[src/rtl/regfile_pkg.sv]
// Shared types and defaults for the multi-port register file.
package regfile_pkg;

   typedef enum logic [0:0] {
      CLEAR = 1'b0,
      IDLE  = 1'b1
   } state_e;

   localparam int DEF_XLEN  = 32;
   localparam int DEF_NREGS = 32;

endpackage : regfile_pkg

[src/rtl/regfile_rd_port.sv]
// One combinational read port: index mux over the flattened register view.
// Same-cycle write bypass is compiled in only when REGFILE_MP_BYPASS_EN is defined.
module regfile_rd_port
   import regfile_pkg::*;
#(
   parameter int XLEN  = DEF_XLEN,
   parameter int NREGS = DEF_NREGS,
   parameter int AW    = $clog2(NREGS)
) (
   input  logic [NREGS*XLEN-1:0] regs_flat,
   input  logic [AW-1:0]         sel,
   input  logic                  busy,
`ifdef REGFILE_MP_BYPASS_EN
   input  logic                  w0_hit,
   input  logic [AW-1:0]         w0_sel,
   input  logic [XLEN-1:0]       w0_data,
   input  logic                  w1_hit,
   input  logic [AW-1:0]         w1_sel,
   input  logic [XLEN-1:0]       w1_data,
`endif
   output logic [XLEN-1:0]       data
);

   always_comb begin
      data = regs_flat[sel*XLEN +: XLEN];
`ifdef REGFILE_MP_BYPASS_EN
      // hit flags already exclude index 0, busy and sweep-start cycles
      if (w1_hit && (w1_sel == sel)) begin
         data = w1_data;
      end else if (w0_hit && (w0_sel == sel)) begin
         data = w0_data;
      end
`endif
      if (busy) begin
         data = '0;
      end
   end

endmodule : regfile_rd_port

[src/rtl/regfile_mp.sv]
// Multi-port register file with hardware clear sweep and debug read port.
// Optional same-cycle write-to-read bypass: define REGFILE_MP_BYPASS_EN.
module regfile_mp
   import regfile_pkg::*;
#(
   parameter int XLEN  = DEF_XLEN,
   parameter int NREGS = DEF_NREGS,
   parameter int NRD   = 2
) (
   input  logic                              clk,
   input  logic                              rst,
   input  logic                              clr_req,
   output logic                              busy,
   input  logic [NRD*$clog2(NREGS)-1:0]      r_sel,
   output logic [NRD*XLEN-1:0]               r_data,
   input  logic                              w0_en,
   input  logic [$clog2(NREGS)-1:0]          w0_sel,
   input  logic [XLEN-1:0]                   w0_data,
   input  logic                              w1_en,
   input  logic [$clog2(NREGS)-1:0]          w1_sel,
   input  logic [XLEN-1:0]                   w1_data,
   input  logic [$clog2(NREGS)-1:0]          dbg_sel,
   output logic [XLEN-1:0]                   dbg_data
);

   localparam int AW = $clog2(NREGS);

   state_e          state_reg;
   logic [AW-1:0]   clr_ptr_reg;
   logic [XLEN-1:0] mem [NREGS];
   logic [XLEN-1:0] rd_view [NREGS];
   logic [NREGS*XLEN-1:0] regs_flat;
   logic            w0_ok;
   logic            w1_ok;

   assign busy  = (state_reg == CLEAR);
   // a clear request in the same cycle wins over any write
   assign w0_ok = w0_en && (w0_sel != '0) && !busy && !clr_req;
   assign w1_ok = w1_en && (w1_sel != '0) && !busy && !clr_req;

   always_ff @(posedge clk) begin
      if (rst) begin
         state_reg   <= CLEAR;
         clr_ptr_reg <= '0;
      end else begin
         case (state_reg)
            CLEAR: begin
               if (clr_ptr_reg == AW'(NREGS - 1)) begin
                  state_reg   <= IDLE;
                  clr_ptr_reg <= '0;
               end else begin
                  clr_ptr_reg <= clr_ptr_reg + AW'(1);
               end
            end
            default: begin
               if (clr_req) begin
                  state_reg   <= CLEAR;
                  clr_ptr_reg <= '0;
               end
            end
         endcase
      end
   end

   // storage has no reset; zeroing only comes from the sweep
   always_ff @(posedge clk) begin
      if (!rst) begin
         if (busy) begin
            mem[clr_ptr_reg] <= '0;
         end else begin
            if (w0_ok) begin
               mem[w0_sel] <= w0_data;
            end
            if (w1_ok) begin
               mem[w1_sel] <= w1_data;
            end
         end
      end
   end

   generate
      for (genvar gi = 0; gi < NREGS; gi++) begin : g_view
         if (gi == 0) begin : g_zero
            assign rd_view[gi] = '0;
         end else begin : g_reg
            assign rd_view[gi] = mem[gi];
         end
         assign regs_flat[gi*XLEN +: XLEN] = rd_view[gi];
      end
   endgenerate

   assign dbg_data = busy ? '0 : rd_view[dbg_sel];

   generate
      for (genvar gi = 0; gi < NRD; gi++) begin : g_rd
         regfile_rd_port #(
            .XLEN  (XLEN),
            .NREGS (NREGS),
            .AW    (AW)
         ) u_rd_port (
            .regs_flat (regs_flat),
            .sel       (r_sel[gi*AW +: AW]),
            .busy      (busy),
`ifdef REGFILE_MP_BYPASS_EN
            .w0_hit    (w0_ok),
            .w0_sel    (w0_sel),
            .w0_data   (w0_data),
            .w1_hit    (w1_ok),
            .w1_sel    (w1_sel),
            .w1_data   (w1_data),
`endif
            .data      (r_data[gi*XLEN +: XLEN])
         );
      end
   endgenerate

endmodule : regfile_mp

[config.mk]
export PLATFORM = sky130hd
export DESIGN_NAME = regfile_mp
export DESIGN_NICKNAME = d
export VERILOG_FILES = /design/src/rtl/regfile_pkg.sv /design/src/rtl/regfile_rd_port.sv /design/src/rtl/regfile_mp.sv
export SDC_FILE = /design/constraint.sdc
export NUM_CORES = 2
export LEC_CHECK = 0
export CORE_ASPECT_RATIO = 0.75
export CORE_MARGIN = 2
export CORE_UTILIZATION = 50
export CTS_BUF_LIST = sky130_fd_sc_hd__clkbuf_8 sky130_fd_sc_hd__clkbuf_16
export CTS_CLUSTER_DIAMETER = 200
export DETAILED_ROUTE_END_ITERATION = 8
export PLACE_DENSITY = 0.7
export SLEW_MARGIN = 20
export SYNTH_ARGS = -nofsm -noshare
export SYNTH_HDL_FRONTEND = slang
export SYNTH_SLANG_ARGS = --single-unit
[constraint.sdc]
create_clock -name clk -period 12.76 [get_ports clk]
set_input_delay 1.276 -clock clk [delete_from_list [all_inputs] [get_ports clk]]
set_output_delay 1.276 -clock clk [all_outputs]
set_load 0.05 [all_outputs]
==> qor.yml <==
max-clock-path-buffers: 3
outcome: "complete, no violations"
critPathMostFrequentCell: "buf_4"
rows: 116
cp_max_fo: 28
dp.cells: 7421
synth-async-reset-ratio_pct: 0
grt_pass1_wl_um: 404900
hold_buffers: 0
hold_path_class: "reg2reg"
tightest_slew_ps: 1323
grt_pass1_vias: 54700
die_w_um: 428.7
area_delta_synth_final_pct: 8.401
startpoint_type: "primary input"
cp_slowest_cell: "clkdlybuf4s50_1"
yosys.area_share.simple_pct: 9.194
layout.nets: 5850
synth_top_family_by_area: "multiplexers"
synthMuxAreaShare_pct: 23.71
synth_area_leaders: "edfxtp_1 (44%), mux4_2 (14%), mux2i_1 (6.9%), o21ai_0 (6.8%), nand2_1 (6.1%)"
layout_min_cycle_time_ps: 7566
final_hold_viol_count: 0
cts_tree: "yes"
grt.total_usage_pct: 41.09
drt_first_pass_iters: 9
ioPinCount: 191
synth-xor-area-share_pct: 0
synth.distinct_cells: 66
netlist.area_leader.share_pct: 44.03
power_density_nw_per_um2: 102.6
route.vias.total: 58120
fin_crit_sh_pct: 59.29
ff2ff_path_depth: 5
relSlewSlack_pct: 11.82
synth-compound-area-share_pct: 16.68
cts_resized: 0
path_class: "in2out"
path_clk_slew_ps: 70
skew_ps: 29.71
cap_violations: 0
antenna_found_initial: 20
finalSetupTns_ps: 0
nFillCells: 11100
portBuffers: 190
whs_path_depth: 2
grt_setup_unrepaired: "false"
drc: 0
dp_hpwl_um: 159600
fmax_ghz: 0.1322
endpoint_kind: "output port"
final_layout_size_suffix_gt1_share_pct: 19.78
p_leak_nw: 21.17
utilization_pct: 54.80
ys.flop_type: "edfxtp_1"
antenna_left: 0
synth.largest_area_cell: "edfxtp_1"
die_h_um: 322.6
layout.cells.non_filler: 7624
total_power_mw: 7.525
cts_root_buffer: "clkbuf_16"
setup_viol: 0
grt_max_degree: 117
overflow: 0
ctsHtreeMaxLevel: 3
crit_chain: "buf_4 -> buf_4 -> buf_4 -> inv_2 -> nor2_4 -> buf_4 -> a21oi_1 -> a221oi_1 -> clkdlybuf4s50_1"
post_cts_buffers: 0
coreArea_um2: 133800
syn_area_um2: 67650
syn_avg_cell_area_um2: 11.17
yosys_warnings: 0
finalMaxSlewViolations: 0
dieArea_um2: 138300
worstPathRequired_ps: 11480
drt_iter0_markers: 11030
synth_most_common_cell: "nand2_1"
cts.sinks: 998
synth_edf_count: 992
peakVddDrop_v: 0.0001014
avgViaCountPerCell: 7.623
avgRoutedWirePerCell_um: 38.09
cts-buffers-inserted: 101
ys_ff_latch: 998
clkLatencyLatePin_ps: 760
cp.arrival_ps: 6290
routed_wl_um: 290400
largest_register_ffs: 992
start_util_pct: 50.55
synth_nets: 6152
critPathMaxStageDelay_ps: 980
synth_fa_ha_area_share_pct: 0.03699
synth.top_cells.by_count: "nand2_1 (1101), edfxtp_1 (992), o21ai_0 (915)"
synthCells: 6056
gp_congestion: 0.9370
yosysSeqAreaShare_pct: 44.21
[where the power goes]
group / switching (mW) / total [mW] / internal, mW
Clock: 1.43 / 3.19 / 1.76
Sequential: 0.0118 / 3.58 / 3.57
Combinational: 0.522 / 0.756 / 0.234
Total: 1.97 / 7.52 / 5.56
[area by class of cell]
class | count | area (µm²) | share of cell area [%]
clock buffers | 101 | 2527 | 3.447
clock inverters | 88 | 902.1 | 1.230
diodes | 14 | 35.03 | 0.04777
multi-input cells | 4249 | 34380 | 46.88
flip-flops and latches | 998 | 29910 | 40.79
inverters | 33 | 127.6 | 0.1740
well taps | 1770 | 2215 | 3.020
repair buffers | 371 | 3237 | 4.414
[per-stage QoR]
stage	hold WS (ps)	area, µm²	worst slack (ps)
floorplan	502.2	67650	7554
global placement	536.8	69920	5547
detailed placement	552.7	69940	5513
CTS	562.4	73370	5519
global route	596.1	73320	5331
finish	565.7	73330	5194
[placed cells by master, fill, tap and decap left out, types with 28 or more instances in the layout]
cell type,count
nand2_1,1093
edfxtp_1,992
o21ai_0,913
mux2i_1,466
mux4_2,424
buf_4,179
mux2_2,162
clkdlybuf4s50_1,156
o21ai_1,123
clkbuf_16,101
a211oi_1,100
a221oi_1,98
o221a_1,78
a21oi_1,74
nor2b_1,67
nor2_1,65
nor3_1,65
o221ai_1,62
a22oi_1,61
o22ai_1,60
a21o_1,59
a31o_2,46
inv_1,39
nor4_4,30
clkinv_1,28
[worst max-delay path: cells and delay by family]
| family | cells | cell delay, ps |
|---|---|---|
| AOI/OAI and AO/OA | 2 | 1060 |
| buffers and inverters | 6 | 3360 |
| and+or+nand+nor | 1 | 510 |
[final timing paths]
path	startpoint	end	slack [ps]
worst min register to register	clr_ptr_reg[1]	clr_ptr_reg[3]	570
worst max-delay path	dbg_sel[3]	dbg_data[29]	5190
worst max register to register	state_reg	mem[29][19]	8420
worst min-delay path	clr_ptr_reg[1]	clr_ptr_reg[3]	570
[logic make-up after synthesis]
| logic type | count (synthesis) |
|---|---|
| AOI/OAI and AO/OA | 1783 |
| adders and majority gates | 2 |
| buffers and inverters | 809 |
| DFF | 998 |
| muxes | 1052 |
| and+or+nand+nor | 1412 |
[layer usage]
layer	GRT usage [%]	vias up	part of all wire (%)	wire length, µm
met1	51.71	27730	33	95070
li1	-	22790	-	-
met5	1.639	-	0.15	448
met3	20.69	1441	20	58120
met4	25.17	20	7.8	22620
met2	56.03	6136	39	114200
No activity file was read; power rests on OpenSTA's default activity.
